$ cat src/rtl/ir_packet_encoder.sv
// ir_packet_encoder
// Turns one send request into a complete modulated IR packet for a single car
// colour: start burst, car-select burst, then one burst per command bit
// (right, left, backward, forward), each burst followed by a carrier-less gap.
// The carrier phase and both counters restart at every segment boundary, so
// each segment holds whole carrier periods only.
module ir_packet_encoder #(
    parameter int HCYC_PULSE  = 1388,
    parameter int SZ_START    = 190,
    parameter int SZ_CARSEL   = 46,
    parameter int SZ_GAP      = 24,
    parameter int SZ_ASSERT   = 46,
    parameter int SZ_DEASSERT = 21
) (
    input  logic       CLK,
    input  logic       RESET,
    input  logic [3:0] COMMAND,
    input  logic       SEND_PACKET,
    output logic       IR_LED,
    output logic       BUSY,
    output logic       PKT_DONE
);

    localparam logic [3:0] S_IDLE   = 4'd0;
    localparam logic [3:0] S_START  = 4'd1;
    localparam logic [3:0] S_GAP0   = 4'd2;
    localparam logic [3:0] S_CARSEL = 4'd3;
    localparam logic [3:0] S_GAP1   = 4'd4;
    localparam logic [3:0] S_RIGHT  = 4'd5;
    localparam logic [3:0] S_GAP2   = 4'd6;
    localparam logic [3:0] S_LEFT   = 4'd7;
    localparam logic [3:0] S_GAP3   = 4'd8;
    localparam logic [3:0] S_BACK   = 4'd9;
    localparam logic [3:0] S_GAP4   = 4'd10;
    localparam logic [3:0] S_FWD    = 4'd11;
    localparam logic [3:0] S_GAP5   = 4'd12;

    localparam logic [15:0] HC_MAX     = 16'(HCYC_PULSE);
    localparam logic [7:0]  N_START    = 8'(SZ_START);
    localparam logic [7:0]  N_CARSEL   = 8'(SZ_CARSEL);
    localparam logic [7:0]  N_GAP      = 8'(SZ_GAP);
    localparam logic [7:0]  N_ASSERT   = 8'(SZ_ASSERT);
    localparam logic [7:0]  N_DEASSERT = 8'(SZ_DEASSERT);

    logic [3:0]  r_state;
    logic [3:0]  r_cmd;
    logic [15:0] r_hcnt;
    logic [7:0]  r_pcnt;
    logic        r_phase_hi;
    logic        r_led;
    logic        r_busy;
    logic        r_done;

    logic [7:0]  w_seg_max;
    logic        w_half_end;
    logic        w_seg_end;
    logic        w_start;
    logic        w_adv;
    logic [3:0]  w_next_state;
    logic [15:0] w_next_hcnt;
    logic [7:0]  w_next_pcnt;
    logic        w_next_phase;

    // Burst states carry the carrier; gaps and idle keep the LED dark.
    function automatic logic is_burst(input logic [3:0] s);
        case (s)
            S_START, S_CARSEL, S_RIGHT, S_LEFT, S_BACK, S_FWD: is_burst = 1'b1;
            default:                                           is_burst = 1'b0;
        endcase
    endfunction

    assign IR_LED   = r_led;
    assign BUSY     = r_busy;
    assign PKT_DONE = r_done;

    // Last period index of the current segment; bit bursts depend on the captured command.
    always_comb begin
        w_seg_max = N_GAP;
        case (r_state)
            S_START:  w_seg_max = N_START;
            S_CARSEL: w_seg_max = N_CARSEL;
            S_RIGHT:  w_seg_max = r_cmd[0] ? N_ASSERT : N_DEASSERT;
            S_LEFT:   w_seg_max = r_cmd[1] ? N_ASSERT : N_DEASSERT;
            S_BACK:   w_seg_max = r_cmd[2] ? N_ASSERT : N_DEASSERT;
            S_FWD:    w_seg_max = r_cmd[3] ? N_ASSERT : N_DEASSERT;
            default:  w_seg_max = N_GAP;
        endcase
    end

    assign w_half_end = (r_hcnt == HC_MAX);
    assign w_seg_end  = w_half_end && !r_phase_hi && (r_pcnt == w_seg_max);
    assign w_start    = (r_state == S_IDLE) && SEND_PACKET;
    assign w_adv      = w_start || ((r_state != S_IDLE) && w_seg_end);

    // Next state and carrier counters; a segment boundary restarts the phase high.
    always_comb begin
        w_next_state = r_state;
        w_next_hcnt  = r_hcnt;
        w_next_pcnt  = r_pcnt;
        w_next_phase = r_phase_hi;
        if (w_adv) begin
            if (w_start)
                w_next_state = S_START;
            else if (r_state == S_GAP5)
                w_next_state = S_IDLE;
            else
                w_next_state = r_state + 4'd1;
            w_next_hcnt  = 16'd0;
            w_next_pcnt  = 8'd0;
            w_next_phase = 1'b1;
        end else if (r_state != S_IDLE) begin
            if (w_half_end) begin
                w_next_hcnt  = 16'd0;
                w_next_phase = ~r_phase_hi;
                if (!r_phase_hi)
                    w_next_pcnt = r_pcnt + 8'd1;
            end else begin
                w_next_hcnt = r_hcnt + 16'd1;
            end
        end
    end

    // State, counters, captured command and registered outputs.
    always_ff @(posedge CLK) begin
        if (RESET) begin
            r_state    <= S_IDLE;
            r_cmd      <= 4'd0;
            r_hcnt     <= 16'd0;
            r_pcnt     <= 8'd0;
            r_phase_hi <= 1'b0;
            r_led      <= 1'b0;
            r_busy     <= 1'b0;
            r_done     <= 1'b0;
        end else begin
            r_state    <= w_next_state;
            r_hcnt     <= w_next_hcnt;
            r_pcnt     <= w_next_pcnt;
            r_phase_hi <= w_next_phase;
            if (w_start)
                r_cmd <= COMMAND;
            r_led      <= is_burst(w_next_state) && w_next_phase;
            r_busy     <= (w_next_state != S_IDLE);
            r_done     <= (r_state == S_GAP5) && w_seg_end;
        end
    end

endmodule

$ cat config.mk
export PLATFORM = sky130hd
export DESIGN_NAME = ir_packet_encoder
export DESIGN_NICKNAME = d
export VERILOG_FILES = /design/src/rtl/ir_packet_encoder.sv
export SDC_FILE = /design/constraint.sdc
export NUM_CORES = 1
export LEC_CHECK = 0
export CORE_MARGIN = 5
export CORE_UTILIZATION = 60
export CTS_CLUSTER_SIZE = 14
export DETAILED_ROUTE_END_ITERATION = 8
export GPL_TIMING_DRIVEN = 1
export PLACE_DENSITY = 0.88
export SLEW_MARGIN = 10
export SYNTH_ARGS = -nofsm -noshare
export SYNTH_HDL_FRONTEND = slang
export SYNTH_SLANG_ARGS = --single-unit
$ cat constraint.sdc
create_clock -name CLK -period 3.7 [get_ports CLK]
set_clock_uncertainty 0.2 [all_clocks]
set_input_delay 0.925 -clock CLK [delete_from_list [all_inputs] [get_ports CLK]]
set_output_delay 0.925 -clock CLK [all_outputs]
set_load 0.02 [all_outputs]
* Yosys cells after proc, flatten, opt, wreduce, memory -nomap -nowiden
Index checks and enable logic that the tools add are counted.
Word-level totals: register bits after elaboration 36, output and inout port bits 3
Cells by class: $add $sub $neg 3, equal/unequal tests 15, mux-type cells 14, bitwise operators 1, reductions and logical operators 14
Operators with widths (number):
- one-hot mux 8 bit (6 select lines) | 1
- two-way mux 6 bit | 4
- == test 4 bit, second input constant | 5
- adder 16 x 1 -> 16 bit, second input constant | 1
- == test 16 x 11 -> 1 bit, second input constant | 1
- == test 4 x 3 -> 1 bit, second input constant | 4
- two-way mux 16 bit | 1
- two-way mux 4 bit | 3
- adder 8 x 1 -> 8 bit, second input constant | 1
- == test 4 x 1 -> 1 bit, second input constant | 2
- == test 4 x 2 -> 1 bit, second input constant | 2
- == test 8 bit | 1
- nonzero test 4 bit | 2
- logical AND 1 bit | 6
- OR reduction 6 bit | 1
- two-way mux 1 bit | 5
- adder 4 x 1 -> 4 bit, second input constant | 1
- logical NOT 4 bit | 1
- AND reduction 3 bit | 1
- OR reduction 2 bit | 1
- logical NOT 1 bit | 1
- logical OR 1 bit | 1
- inverter 1 bit | 1

* Depth between registers and ports, before layout
Gate-level depths: netlist of run 1.
depth after elaboration 12, depth in mapped cells 12

* Worst setup path after synthesis of run 1
OpenSTA, ideal clock, no wires.
path type register to register, start point reg r_hcnt[0], end point reg r_led, in the netlist IR_LED, library setup time 0.103 ns, arrival time 2.675 ns, required time 3.397 ns, path slack 0.722 ns, stages on the path, launching flop included 12, buffers on the path 1, path through dfxtp_1 inv_1 ha_1 or4b_1 nor4_1 ha_1 o2111ai_1 a221oi_4 and2_1 buf_2 a21oi_1 a2111oi_2
Between the ends: cells in the longest elaborated chain, start to end 11, elaborated cells between the ends (all ways) 19
RTL lines:
- start, declared | RTL line 47 | logic [15:0] r_hcnt;
- start signal, assigned | RTL line 136 | r_hcnt <= w_next_hcnt;
- == test 16 x 11 -> 1 bit (*) | RTL line 90 | assign w_half_end = (r_hcnt == HC_MAX);
- logical AND 1 bit (2 in series) | RTL line 91 | assign w_seg_end = w_half_end && !r_phase_hi && (r_pcnt == w_seg_max);
- logical AND 1 bit | RTL line 93 | assign w_adv = w_start || ((r_state != S_IDLE) && w_seg_end);
- logical OR 1 bit | RTL line 93
- two-way mux 4 bit | RTL line 101 | if (w_adv) begin
- == test 4 x 1 -> 1 bit, or another cell as far along | RTL line 66 | case (s)
- OR reduction 6 bit | RTL line 66
- two-way mux 1 bit | RTL line 66
- two-way mux 1 bit | RTL line 125 | if (RESET) begin
- logical AND 1 bit (*) | RTL line 141 | r_led <= is_burst(w_next_state) && w_next_phase;
- end signal, assigned | RTL line 141
- end, declared | RTL line 50 | logic r_led;
Mark *: on every way between the ends. The rest lies on a longest branch, timed or not. The select of a mux whose other input is x is not followed. A chain may end at the register's enable or synchronous reset.

* Worst setup path after layout of run 1
Same ends and word-level chain as after synthesis.

==> out/qor.csv, run 1 <==
stage;metric;value;unit
status;status;finished clean;
synth;Yosys reg bits;36;
place;Place WS;0.3738;ns
synth;Syn Inst Count;243;
die;Die Width;69.05;µm
die;I/O pins;10;
global_routing;number of global-route vias before repair;1585;
routing;drt drc;0;
clocking;TritonCTS clock tree;built;
power;Max VDD drop;0.0004026;V
worst_setup_path;Required @ worst endpoint;3.75;ns
worst_setup_path;slowest stage delay, CP;0.47;ns
global_routing;largest net degree at the start of global routing;17;
clocking;Worst-path clk slew;0.11;ns
clocking;CTS buffer count;5;
worst_setup_path;Critical-path top delay cell;or4b_1;
synth;area of the mapped netlist;0.002092;mm²
layout;Layout area overhead;7.417;%
layout;area of the multi-input gates;0.001257;mm²
timing;RSZ-0062 raised after global routing;false;
routing;via-per-instance ratio;5.814;
power;Net Switching;225.1;µW
global_routing;antenna violations before repair;0;
layout;fin nets;262;
worst_setup_path;Max FO, Critical Path;11;
worst_setup_path;cell mode on critical path;ha_1;
synth;post-synth cell types;54;
timing;Slew Limit Fails;0;
synth;Synthesized Nets;257;
timing;post-route clock period utilization;0.9072;
routing;Starting DRT DRC Count;82;
timing;worst-margin pin slew;0.5325;ns
clocking;worst skew pair latency;0.34;ns
routing;total routed wirelength;4358;µm
clocking;root buf cell;clkbuf_4;
clocking;Clock Sinks;36;
routing;Vias;1715;
place;I/O Buffers;9;
synth;post-synth top area cell;dfxtp_1;
die;row cnt;21;
synth;Synth Warn #;0;
worst_setup_path;Critical R2R Launch;r_hcnt[0]$_SDFFE_PP0N_;
synth;syn avg cell area;8.609;µm²
timing;final hold vios;0;
clocking;largest buffer count on any clock path;2;
worst_setup_path;critical path type;flip-flop to flip-flop;
flow_run;max cap viols;0;
clocking;# resized after CTS;0;
power;Clock power frac;0.341;
layout;# fillers;306;
worst_setup_path;crit path launch;r_hcnt[0]$_SDFFE_PP0N_;
die;effective utilization at floorplan;0.6220;
global_routing;gr usage total;0.1915;
worst_setup_path;CP endpoint kind;flip-flop;
synth;post-synthesis sequential area ratio;0.3445;
synth;top-area cell type share of the netlist area;0.3445;
global_routing;GRT overflow;0;
synth;Async SR Flop Fraction;0;
clocking;H-tree depth;2;
power;Pint;592.0;µW
synth;Post-synth EDFFs;0;
global_routing;global-route wire length before repair;7445;µm
timing;minimum clock period;3.357;ns
timing;Worst slew margin;0.6439;
layout;proportion of layout cells with a drive suffix above 1;0.1084;
timing;Sum Neg Setup Slack;0;ns
routing;DRT Pass-1 Iters;4;
timing;fmax;0.2979;GHz
hold_path;Hold Crit Class;flip-flop to flip-flop;
synth;ys flop type;dfxtp_1;
die;CORE AREA;0.003363;mm²
place;detailed placement HPWL;3111;µm
synth;synth top area cells;dfxtp_1 (34%), xor2_1 (5.0%), nand2_1 (4.7%);
power;LEAKAGE;0.0007877;µW
timing;fin worst setup slack;0.3433;ns
place;Placer Congestion;0.9825;
power;Pwr Density;363.6;mW/mm²
layout;antenna diode instance count;0;
power;sequential power share;0.503;
die;DIE HEIGHT;69.05;µm
timing;final setup fails;0;
power;Comb pwr share;0.156;
worst_setup_path;critical path cell sequence;inv_1 > ha_1 > or4b_1 > nor4_1 > ha_1 > o2111ai_1 > a221oi_4 > and2_1 > a21oi_1 > a2111oi_2;
layout;Seq. cell area;720.7;µm²
worst_setup_path;Startpoint Class;flip-flop;
die;die footprint;0.004768;mm²
routing;drt wl/cell;14.77;µm
clocking;hold buffers post-CTS;0;
routing;antenna viol nets, final;0;
worst_setup_path;crit path DAT;3.41;ns
hold_path;Hold Crit Start;r_cmd[1]$_SDFFE_PP0P_;
power;switching share of total power;0.2755;
clocking;postcts setup bufs;0;
kinds of logic (layout without fill, tap and decap cells):
kind of cell             Yosys count  in the layout  synth area share
AND/OR/NAND/NOR                  115            115            0.3014
AO/OA/AOI/OAI                     38             38            0.1471
flip-flops                        36             36            0.3445
XOR/XNOR                          23             23           0.09629
buffers and inverters             21             27           0.05442
adder cells (fa/ha/maj)            7              7           0.04186
multiplexers                       3              3           0.01435
cell usage in the layout, fill, tap and decap left out, types with 3 or more instances in the layout:
cell	Yosys	final
clkdlybuf4s50_1	0	9
nand4b_1	4	4
xor2_1	12	12
inv_1	9	9
clkbuf_4	0	5
mux2i_1	3	3
and3_1	6	6
a31oi_1	5	5
a21oi_1	10	10
ha_1	7	7
nand4_1	5	5
nand3_1	10	10
o211ai_1	3	3
dfxtp_1	36	36
nand2_1	26	26
nor2_2	10	10
nor2_1	22	22
and2_1	3	3
xnor2_1	11	11
nor3_1	3	3
or4_1	3	3
nand2b_1	5	5
layout make-up:
class                   instances  share of cell area
well taps                      46             0.02561
clock buffers                   5             0.01670
clock inverters                 3             0.01893
multi-input cells             186              0.5596
repair buffers                 10             0.04343
inverters                       9             0.01503
flip-flops and latches         36              0.3207
power by group through the flow:
stage / Clock [µW] / Combinational (µW) / Sequential, µW
2_1_floorplan: 0 / 98.1 / 420
4_1_cts: 285 / 127 / 411
6_report: 279 / 127 / 411
3_3_place_gp: 0 / 123 / 419
3_5_place_dp: 0 / 126 / 420
5_1_grt: 306 / 141 / 414
path summary, 6_finish.rpt:
check	depth (start not counted)	endpoint	slack (ns)
max	10	IR_LED$_SDFF_PP0_	0.34
min	2	r_cmd[1]$_SDFFE_PP0P_	0.28
max reg2reg	10	IR_LED$_SDFF_PP0_	0.34
min reg2reg	2	r_cmd[1]$_SDFFE_PP0P_	0.28
cell usage after synthesis (4+ instances only):
library cell   n
nand3_1       10
nand4_1        5
nor2_1        22
clkbuf_1       6
a31oi_1        5
nand2_1       26
and3_1         6
nor2_2        10
inv_1          9
nand4b_1       4
nand2b_1       5
xor2_1        12
ha_1           7
xnor2_1       11
a21oi_1       10
dfxtp_1       36
per-stage QoR:
step | power [µW] | util | std cells | hold slack [ns] | instance area [µm²]
CTS | 823.7 | 0.6682 | 295 | 0.2880 | 2247
floorplan | 518.1 | - | 243 | 0.2442 | 2092
global route | 860.5 | 0.6682 | 295 | 0.3056 | 2247
global placement | 541.9 | 0.6443 | 287 | 0.2610 | 2167
detailed placement | 545.9 | 0.6443 | 287 | 0.2675 | 2167
finish | 817.1 | 0.6682 | 295 | 0.2834 | 2247
worst max-delay path, delay by kind of cell, from the launching register on:
kind,cells,cell delay (ns)
AO/OA/AOI/OAI,4,0.91
AND/OR/NAND/NOR,3,1.33
flip-flops,1,0.38
adder cells (fa/ha/maj),2,0.38
buffers and inverters,1,0.08
state kept, by name (all words and copies together), names as in the netlist:
signal	cells
r_hcnt	16
PKT_DONE	1
r_cmd	4
BUSY	1
r_pcnt	8
r_phase_hi	1
IR_LED	1
r_state	4
metal layers:
layer,GRT usage,wire length [µm],vias up
met5,0,0,-
met4,0.08460,112,0
met3,0.05669,181,11
met2,0.2892,1973,39
met1,0.2513,2090,794
li1,-,-,871
Power figures use the tool's default switching activity.
==> run 2, diff against run 1 <==
--- a/config.mk
+++ b/config.mk
@@ -7,6 +7,7 @@
 export LEC_CHECK = 0
 export CORE_MARGIN = 5
 export CORE_UTILIZATION = 60
+export CTS_CLUSTER_DIAMETER = 100
 export CTS_CLUSTER_SIZE = 14
 export DETAILED_ROUTE_END_ITERATION = 8
 export GPL_TIMING_DRIVEN = 1
==> results of run 2 <==
Final layout, timing and power as in run 1 (identical DEF).
==> run 3, diff against run 2 <==
==> constraint.sdc (replaced) <==
create_clock -name CLK -period 3.7 [get_ports CLK]
set_clock_uncertainty 0.2 [all_clocks]
set_input_delay 0.925 -clock CLK [delete_from_list [all_inputs] [get_ports CLK]]
set_output_delay 0.925 -clock CLK [all_outputs]
set_load 0.05 [all_outputs]
==> results of run 3 <==
The final DEF is identical to that of run 1. Status: finished clean.
Among the figures that moved: total power 817.1 µW -> 823.4 µW; worst IR drop on VDD 0.0004026 V -> 0.0004144 V
